[src/rtl/uart_rx_param.sv]
// Parametrised UART receiver: 2-flop synchroniser, 3-sample majority vote per bit,
// optional parity, 1 or 2 stop bits, one-entry output register with valid/ack handshake.
module uart_rx_param #(
    parameter int DATA_BITS  = 8,
    parameter int OVERSAMPLE = 16,
    parameter int PARITY_EN  = 0,
    parameter int PARITY_ODD = 0,
    parameter int STOP_BITS  = 1
) (
    input  logic                 sys_clk,
    input  logic                 reset_n,
    input  logic                 sample_tick,
    input  logic                 RX,
    input  logic                 rx_ack,
    output logic [DATA_BITS-1:0] data_out,
    output logic                 rx_valid,
    output logic                 parity_err,
    output logic                 frame_err,
    output logic                 overrun_err,
    output logic                 busy
);

    localparam int TW = $clog2(OVERSAMPLE);
    localparam int BW = $clog2(DATA_BITS);

    // The counter restarts at the start-bit decision, so later bit centres sit at OVERSAMPLE-2.
    localparam logic [TW-1:0] START_LO   = TW'(OVERSAMPLE / 2 - 2);
    localparam logic [TW-1:0] START_LAST = TW'(OVERSAMPLE / 2);
    localparam logic [TW-1:0] BIT_LO     = TW'(OVERSAMPLE - 3);
    localparam logic [TW-1:0] BIT_LAST   = TW'(OVERSAMPLE - 1);
    localparam logic [BW-1:0] LAST_DATA  = BW'(DATA_BITS - 1);
    localparam logic          LAST_STOP  = (STOP_BITS == 2);

    typedef enum logic [2:0] {
        IDLE,
        START,
        DATA,
        PARITY,
        STOP,
        WAIT_HIGH
    } state_t;

    function automatic logic majority3(input logic a, input logic b, input logic c);
        return (a & b) | (a & c) | (b & c);
    endfunction

    function automatic logic parity_error(input logic [DATA_BITS-1:0] d, input logic p);
        logic mismatch;
        mismatch = (^d) ^ p;
        return (PARITY_ODD != 0) ? ~mismatch : mismatch;
    endfunction

    logic                 rx_meta;
    logic                 rx_s;
    state_t               state_q;
    state_t               state_d;
    logic [TW-1:0]        tick_cnt;
    logic [BW-1:0]        bit_cnt;
    logic                 stop_cnt;
    logic [1:0]           samp_q;
    logic [DATA_BITS-1:0] shift_q;
    logic                 par_err_q;
    logic                 frm_err_q;
    logic [TW-1:0]        win_lo;
    logic [TW-1:0]        win_last;
    logic                 sampling;
    logic                 in_win;
    logic                 at_last;
    logic                 vote;
    logic                 bit_done;
    logic                 commit;

    always_ff @(posedge sys_clk or negedge reset_n) begin
        if (!reset_n) begin
            rx_meta <= 1'b1;
            rx_s    <= 1'b1;
        end else begin
            rx_meta <= RX;
            rx_s    <= rx_meta;
        end
    end

    assign sampling = (state_q == START) || (state_q == DATA) ||
                      (state_q == PARITY) || (state_q == STOP);
    assign win_lo   = (state_q == START) ? START_LO : BIT_LO;
    assign win_last = (state_q == START) ? START_LAST : BIT_LAST;
    assign in_win   = (tick_cnt >= win_lo) && (tick_cnt <= win_last);
    assign at_last  = (tick_cnt == win_last);
    // The third capture is the live rx_s, so the vote resolves on the closing tick itself.
    assign vote     = majority3(samp_q[1], samp_q[0], rx_s);
    assign bit_done = sample_tick && sampling && at_last;
    assign busy     = (state_q != IDLE);

    always_ff @(posedge sys_clk or negedge reset_n) begin
        if (!reset_n) begin
            state_q <= IDLE;
        end else begin
            state_q <= state_d;
        end
    end

    always_comb begin
        state_d = state_q;
        commit  = 1'b0;
        unique case (state_q)
            IDLE: begin
                if (sample_tick && !rx_s) begin
                    state_d = START;
                end
            end
            START: begin
                if (bit_done) begin
                    state_d = vote ? IDLE : DATA;
                end
            end
            DATA: begin
                if (bit_done && (bit_cnt == LAST_DATA)) begin
                    state_d = (PARITY_EN != 0) ? PARITY : STOP;
                end
            end
            PARITY: begin
                if (bit_done) begin
                    state_d = STOP;
                end
            end
            STOP: begin
                if (bit_done && (stop_cnt == LAST_STOP)) begin
                    commit  = 1'b1;
                    // A low final stop bit means a break: hold off until the line idles again.
                    state_d = vote ? IDLE : WAIT_HIGH;
                end
            end
            WAIT_HIGH: begin
                if (sample_tick && rx_s) begin
                    state_d = IDLE;
                end
            end
            default: state_d = IDLE;
        endcase
    end

    always_ff @(posedge sys_clk or negedge reset_n) begin
        if (!reset_n) begin
            tick_cnt  <= '0;
            bit_cnt   <= '0;
            stop_cnt  <= 1'b0;
            samp_q    <= 2'b11;
            shift_q   <= '0;
            par_err_q <= 1'b0;
            frm_err_q <= 1'b0;
        end else begin
            if ((state_q == IDLE) || (state_q == WAIT_HIGH)) begin
                tick_cnt <= '0;
            end else if (sample_tick) begin
                tick_cnt <= bit_done ? '0 : tick_cnt + 1'b1;
            end

            if (sample_tick && sampling && in_win && !at_last) begin
                samp_q <= {samp_q[0], rx_s};
            end

            if (state_q != DATA) begin
                bit_cnt <= '0;
            end else if (bit_done) begin
                bit_cnt <= bit_cnt + 1'b1;
            end

            if (state_q != STOP) begin
                stop_cnt <= 1'b0;
            end else if (bit_done) begin
                stop_cnt <= 1'b1;
            end

            if ((state_q == DATA) && bit_done) begin
                shift_q <= {vote, shift_q[DATA_BITS-1:1]};
            end

            if (state_q == START) begin
                par_err_q <= 1'b0;
                frm_err_q <= 1'b0;
            end else if (bit_done && (state_q == PARITY)) begin
                par_err_q <= parity_error(shift_q, vote);
            end else if (bit_done && (state_q == STOP) && !vote) begin
                frm_err_q <= 1'b1;
            end
        end
    end

    // An ack landing on the commit cycle frees the slot, so the new word loads without overrun.
    always_ff @(posedge sys_clk or negedge reset_n) begin
        if (!reset_n) begin
            data_out    <= '0;
            rx_valid    <= 1'b0;
            parity_err  <= 1'b0;
            frame_err   <= 1'b0;
            overrun_err <= 1'b0;
        end else begin
            overrun_err <= commit && rx_valid && !rx_ack;
            if (commit && (!rx_valid || rx_ack)) begin
                data_out   <= shift_q;
                parity_err <= par_err_q;
                frame_err  <= frm_err_q | ~vote;
                rx_valid   <= 1'b1;
            end else if (rx_ack) begin
                rx_valid <= 1'b0;
            end
        end
    end

endmodule

[config.mk]
export PLATFORM = sky130hd
export DESIGN_NAME = uart_rx_param
export DESIGN_NICKNAME = d
export VERILOG_FILES = /design/src/rtl/uart_rx_param.sv
export SDC_FILE = /design/constraint.sdc
export NUM_CORES = 1
export LEC_CHECK = 0
export BUFFER_PORTS_ARGS = -buffer_cell sky130_fd_sc_hd__buf_4
export CAP_MARGIN = 5
export CELL_PAD_IN_SITES_DETAIL_PLACEMENT = 1
export CELL_PAD_IN_SITES_GLOBAL_PLACEMENT = 2
export CORE_MARGIN = 1.5
export CORE_UTILIZATION = 39
export CTS_CLUSTER_DIAMETER = 50
export CTS_CLUSTER_SIZE = 24
export DETAILED_ROUTE_END_ITERATION = 6
export GPL_TIMING_DRIVEN = 1
export PLACE_DENSITY = 0.88
export SLEW_MARGIN = 30
export SYNTH_ARGS = -nofsm -noshare
export SYNTH_HDL_FRONTEND = slang
export SYNTH_SLANG_ARGS = --single-unit
export TNS_END_PERCENT = 100
[constraint.sdc]
create_clock -name sys_clk -period 3.4 [get_ports sys_clk]
set_input_delay 0.68 -clock sys_clk [delete_from_list [all_inputs] [get_ports sys_clk]]
set_output_delay 0.68 -clock sys_clk [all_outputs]
set_load 0.02 [all_outputs]
==> impl_results.md, run 1 <==
- Pin count of the biggest net entering global routing: 38
- Fillcell total: 516
- Mapped Avg Cell Area: 11.6 um2
- Synthesized-area fraction occupied by and/or/nand/nor cells: 14.8%
- Final setup fails: 0
- Share of flip-flops with an asynchronous set or reset: 100%
- Post-Syn Nets: 177
- Switch Pwr: 0.000423 W
- Die Area: 5320 um2
- CTS Buffer Depth: 2
- Min Tclk post-route: 2.92 ns
- Clk root buf: clkbuf_8
- I/O pins: 18
- Sequential area share after synthesis: 48.8%
- PortBufs: 17
- RSZ-0062 raised after global routing: false
- Cell Count Post-Placement: 242
- Internal power: 0.000772 W
- Core area: 4720 um2
- Post-cts resize count: 0
- PD cells: 553 nW/um2
- Worst-path clk slew: 0.07 ns
- DRT antenna net count: 0
- Most used DFF post-synth: dfrtp_1
- Status: finished clean
- Via Count: 1287
- Count leader, synth: dfrtp_1
- GRT overflow: 0
- Largest family of logic cells by synthesized area: multiplexers
- Reg power frac: 46.0%
- TritonCTS clock tree: yes
- Share of layout cells above drive strength 1: 26.2%
- Worst r2r src: state_q[0]
- Synth area leaders: dfrtp_1 (43%), mux2_4 (7.9%), dfstp_2 (5.5%), mux2_1 (5.3%), ha_1 (5.2%)
- Met1 Use GR: 20.9%
- DRC viols: 0
- Global Route Usage Sum: 16.5%
- VDD IR max: 0.278 mV
- Cell count after synthesis: 164
- Via/cell ratio: 5.15
- Max Cap Viol: 0
- Switching part of the total: 35.4%
- Post-CTS setup buffers: 0
- Crit share post-route: 85.8%
- Crit. End Element: register
- Vias in the first global route: 1328
- Final wirelength: 3.85 mm
- Comb pwr share: 29.5%
- Final HPWL DP: 2.79 mm
- Routed len/inst: 15.4 um
- Initial antenna violation count: 0
- Area Overhead vs Synth: 13.3%
- Routability cong.: 0.769
- Die height: 72.9 um
- # diodes: 0
- Mapped cell area: 1910 um2
- Final Hold Vio Count: 0
- Hold Path Class: in -> async
- Worst skew pair latency: 0.29 ns
- Nets: 195
- CTS Buf Count: 5
- Synth Area in Adders: 5.77%
- Slew Limit Fails: 0
- Post-synthesis mux area share: 15.9%
- Met3 Use GR: 4.56%
- Worst clock skew: 0.00486 ns
- #FFs+latches synth: 37
- Crit path DAT: 3.09 ns
- Synth cell count leaders: dfrtp_1 (33), nor2_1 (16), nand2_1 (11)
- Pre-CTS setup slack: 0.494 ns
- Cell variety after synth: 43
- CP Launch Type: register
- Rel. slew slack: 67.3%
- First-pass detailed-route iteration total: 4
- Drt initial violations: 44
- Final worst slack: 0.482 ns
- GR peak layer: met2
- Row cnt: 25
- Setup CP Type: reg -> reg
- Hold_buf cts: 0
- Post-synth EDFFs: 0
- Worst-Margin Slew: 0.487 ns
- Die W: 72.9 um
- XOR/XNOR share of the synthesized area: 4.59%
- Leading area contributor after synthesis: dfrtp_1
- Final Instance Count excl. Fillers: 250
- Fmax: 343 MHz
- CP max FO: 12
- Area fraction of the dominant cell type after synthesis: 43.3%
- Warnings from Yosys: 0
- Post-route setup TNS: 0 ns
- Clock power frac: 24.6%
- Met2 global-route usage: 26.8%
- Clock sinks: 37
- First-pass GRT wire length: 6.57 mm
- Worst R2R Path Depth: 7
- H-tree depth: 2
- Initial Utilization: 40.4%
- R2r endpoint: shift_q[1]
- Reg2Reg Setup Slack: 0.48 ns
- Compound-Gate Fraction of Synth Area: 6.69%
- Critical Path RT: 3.57 ns
- Static Leak: 1.05 nW
- Total Power: 0.00119 W
==> critical path: stages, from the launching register on <==
cell and delay, ns:
dfrtp_1 0.53, nor2b_1 0.26, nand2_1 0.18, ha_1 0.37
nand4b_4 0.22, and4bb_2 0.53, nand2b_1 0.30, mux2_1 0.41
==> how the worst max path moves through the flow <==
stage	from	end	slack, ns	cells after the start
2_1_floorplan	state_q[2]	data_out[0]	0.80	9
3_3_place_gp	state_q[0]	data_out[4]	0.66	8
3_5_place_dp	state_q[0]	shift_q[3]	0.49	7
4_1_cts	state_q[0]	shift_q[3]	0.47	7
5_1_grt	state_q[0]	shift_q[5]	0.29	7
6_report	state_q[0]	shift_q[1]	0.48	7
==> power groups by stage <==
stage | Combinational (W) | Clock, W | Sequential (W)
after global routing | 0.000400 | 0.000320 | 0.000556
after global placement | 0.000334 | 0 | 0.000549
after CTS | 0.000358 | 0.000303 | 0.000546
after floorplan | 0.000310 | 0 | 0.000511
after detailed placement | 0.000355 | 0 | 0.000553
final | 0.000352 | 0.000294 | 0.000549
==> layout by cell type (no fill, tap or decap), types with 2 or more instances in the layout <==
cell type,count
a21oi_1,7
buf_4,18
clkbuf_8,5
clkinv_2,2
dfrtp_1,33
dfstp_2,4
ha_1,8
inv_1,3
mux2_1,9
mux2_2,2
mux2_4,10
mux2i_1,3
nand2_1,11
nand2b_1,6
nand3_1,2
nor2_1,16
nor2b_1,3
nor3_1,4
o21ai_0,5
xnor2_1,8
xor2_1,2
==> through the flow <==
stage	instance area, um2	hold WS [ns]	util (%)
after floorplan	1910	0.345	-
after global placement	2080	0.346	44.0
after detailed placement	2080	0.352	44.0
after CTS	2160	0.358	45.7
after global routing	2160	0.365	45.7
final	2160	0.345	45.7
==> cell type report <==
class | count | area, um2 | area share, %
Sequential cell | 37 | 931 | 43.1
Multi-Input combinational cell | 116 | 912 | 42.2
Timing Repair Buffer | 18 | 135 | 6.26
Tap cell | 67 | 83.8 | 3.88
Clock buffer | 6 | 72.6 | 3.36
Inverter | 4 | 15.0 | 0.695
Clock inverter | 2 | 10.0 | 0.463
==> kinds of logic after synthesis <==
| group | Yosys count |
|---|---|
| mux | 24 |
| fa+ha+maj | 9 |
| xor+xnor | 10 |
| compound gates | 21 |
| simple gates | 52 |
| flops | 37 |
| buf+inv | 11 |
==> sequential cells by signal, indices dropped and copies added (netlist names) <==
signal and flops:
frame_err 1, rx_s 1, stop_cnt 1, tick_cnt 4
frm_err_q 1, par_err_q 1, parity_err 1, rx_meta 1
data_out 8, rx_valid 1, samp_q 2, shift_q 8
bit_cnt 3, overrun_err 1, state_q 3
==> metal layers <==
layer / vias up / share of wire [%]
li1: 599 / -
met1: 668 / 44
met2: 14 / 52
met3: 6 / 2.5
met4: 0 / 1.5
met5: - / 0
Power figures use the tool's default switching activity.
==> inputs of run 2 (changes only) <==
- RECOVER_POWER: not set -> 50
==> run 2 against run 1 <==
The flow now finishes with violations (capacitance limit, slew limit). Clock power barely moved. Count of clock-buffer cells in the layout did not move. Total power barely moved. Combinational power barely moved.
==> impl_results.md, run 2 (synthesis gave the netlist of run 1 again) <==
- Critical Path End: shift_q[1] (unchanged)
- PD cells: 557 nW/um2 (was 553 nW/um2)
- GRT overflow: 0 (unchanged)
- Hold Path Class: reg -> reg (was in -> async)
- Worst clock skew: 0.00486 ns (unchanged)
- Share of layout cells above drive strength 1: 24.0% (was 26.2%)
- Final wirelength: 3.85 mm (about the same)
- Final Hold Vio Count: 0 (unchanged)
- Max Cap Viol: 1 (was 0)
- PortBufs: 17 (unchanged)
- Met1 Use GR: 20.9% (unchanged)
- Met2 global-route usage: 26.8% (unchanged)
- Stages on the worst setup path: 7 (unchanged)
- Leading cell type in the layout, fill and taps excluded: dfrtp_1 (unchanged)
- Area Overhead vs Synth: 12.5% (was 13.3%)
- Initial antenna violation count: 0 (unchanged)
- Final HPWL DP: 2.79 mm (unchanged)
- GR peak layer: met2 (unchanged)
- CTS Buf Count: 5 (unchanged)
- Crit. End Element: register (unchanged)
- Worst R2R Path Depth: 7 (unchanged)
- Most frequent cells in the layout: dfrtp_1 (33), nor2_1 (16), buf_4 (13), nand2_1 (11), mux2_4 (10) (was dfrtp_1 (33), buf_4 (18), nor2_1 (16), nand2_1 (11), mux2_4 (10))
- Min Tclk post-route: 2.92 ns (about the same)
- Initial Utilization: 40.4% (unchanged)
- Post-route setup TNS: 0 ns (unchanged)
- Worst-path clk slew: 0.07 ns (about the same)
- Final Instance Count excl. Fillers: 250 (unchanged)
- Critical Path RT: 3.57 ns (about the same)
- Regs by FF count: data_out (8), shift_q (8), tick_cnt (4) (unchanged)
- Via/cell ratio: 5.15 (unchanged)
- Hold_buf cts: 0 (unchanged)
- Nets: 195 (unchanged)
- Static Leak: 1.03 nW (was 1.05 nW)
- Row cnt: 25 (unchanged)
- DRT antenna net count: 0 (unchanged)
- Multi-input gate area: 912 um2 (unchanged)
- H-tree depth: 2 (unchanged)
- Drt initial violations: 44 (unchanged)
- Register area: 931 um2 (unchanged)
- Die Area: 5320 um2 (unchanged)
- Fmax: 343 MHz (about the same)
- Worst skew pair latency: 0.29 ns (about the same)
- Clk root buf: clkbuf_8 (unchanged)
- Vias in the first global route: 1328 (unchanged)
- Die height: 72.9 um (unchanged)
- I/O pins: 18 (unchanged)
- Pin count of the biggest net entering global routing: 38 (unchanged)
- Reg2Reg Setup Slack: 0.48 ns (about the same)
- Worst r2r src: state_q[0] (unchanged)
- DRC viols: 0 (unchanged)
- TritonCTS clock tree: yes (unchanged)
- CP max stage delay: 0.53 ns (about the same)
- Routability cong.: 0.769 (unchanged)
- Rel. slew slack: -31.5% (was 67.3%)
- CTS Buffer Depth: 2 (unchanged)
- Global Route Usage Sum: 16.5% (unchanged)
- Slew Limit Fails: 38 (was 0)
- Routed len/inst: 15.4 um (about the same)
- CP Launch Type: register (unchanged)
- Buffers & Inverters on Critical Path: 0 (unchanged)
- Crit path from: state_q[0] (unchanged)
- CP max FO: 12 (unchanged)
- Setup CP Type: reg -> reg (unchanged)
- Fillcell total: 517 (was 516)
- Status: complete, but fails checks (was finished clean)
- Crit path max-delay family: simple AND/OR/NAND/NOR gates (unchanged)
- Hold depth: 0
- Die W: 72.9 um (unchanged)
- Via Count: 1287 (unchanged)
- Clock sinks: 37 (unchanged)
- Post-cts resize count: 0 (unchanged)
- Final setup fails: 0 (unchanged)
- Post-CTS setup buffers: 0 (unchanged)
- VDD IR max: 0.278 mV (about the same)
- Post-layout util: 45.4% (was 45.7%)
- Critical-path top delay cell: dfrtp_1 (unchanged)
- RSZ-0062 raised after global routing: false (unchanged)
- R2r endpoint: shift_q[1] (unchanged)
- Crit path DAT: 3.09 ns (about the same)
- # diodes: 0 (unchanged)
- Failing checks: capacitance limit, slew limit
- First-pass GRT wire length: 6.57 mm (unchanged)
- First-pass detailed-route iteration total: 4 (unchanged)
- Crit share post-route: 85.8% (about the same)
- Cell Count Post-Placement: 242 (unchanged)
- Worst-Margin Slew: 1.97 ns (was 0.487 ns)
- Core area: 4720 um2 (unchanged)
- CP cell instances: nor2b_1, nand2_1, ha_1, nand4b_4, and4bb_2, nand2b_1, mux2_1 (unchanged)
- Met3 Use GR: 4.56% (unchanged)
## run 2: changes by cell type in the layout (fill, tap and decap cells not counted), sizes merged
| cell | previous run | this run |
|---|---|---|
| buf | 18 | 13 |
| clkbuf | 6 | 11 |
## run 2: worst register-to-register path, cell delays in order (launching register included)
cell and delay (ns):
dfrtp_1 0.53, nor2b_1 0.26, nand2_1 0.18, ha_1 0.37, nand4b_4 0.22, and4bb_2 0.53
nand2b_1 0.31, mux2_1 0.41
## run 2: layer usage
metal / part of all wire (%) / wire [um] / vias to the layer above
met5: 0 / 0 / -
met4: 1.5 / 59 / 0
met3: 2.5 / 96 / 6
met2: 52 / 2010 / 14
met1: 44 / 1680 / 668
li1: - / - / 599
## run 2: area by class of cell
| type | instances | share of cell area (%) |
|---|---|---|
| clock buffer | 6 | 3.38 |
| clock inverter | 2 | 0.467 |
| inverter | 4 | 0.700 |
| multi-input combinational | 116 | 42.5 |
| sequential | 37 | 43.4 |
| tap | 67 | 3.91 |
| timing repair buffer | 18 | 5.60 |
## run 2: worst min path at each step
stage / start / to / slack, ns
finish: rx_meta / rx_s / 0.36
global route: rx_meta / rx_s / 0.37
CTS: reset_n / data_out[3] / 0.36
detailed placement: rx_meta / rx_s / 0.35
global placement: rx_meta / rx_s / 0.35
floorplan: rx_meta / rx_s / 0.35
## run 2: stage by stage
| stage | hold WS [ns] | total power [W] | worst slack [ns] | area, um2 |
|---|---|---|---|---|
| 2_1_floorplan | 0.345 | 0.000821 | 0.805 | 1910 |
| 3_3_place_gp | 0.346 | 0.000884 | 0.657 | 2080 |
| 3_5_place_dp | 0.352 | 0.000908 | 0.494 | 2080 |
| 4_1_cts | 0.358 | 0.00121 | 0.466 | 2160 |
| 5_1_grt | 0.365 | 0.00127 | 0.290 | 2140 |
| 6_report | 0.363 | 0.00119 | 0.482 | 2140 |
## run 2: power by group
part           internal [W]  switching (W)
clock network      0.000142       0.000152
registers          0.000478      0.0000705
logic              0.000150       0.000201
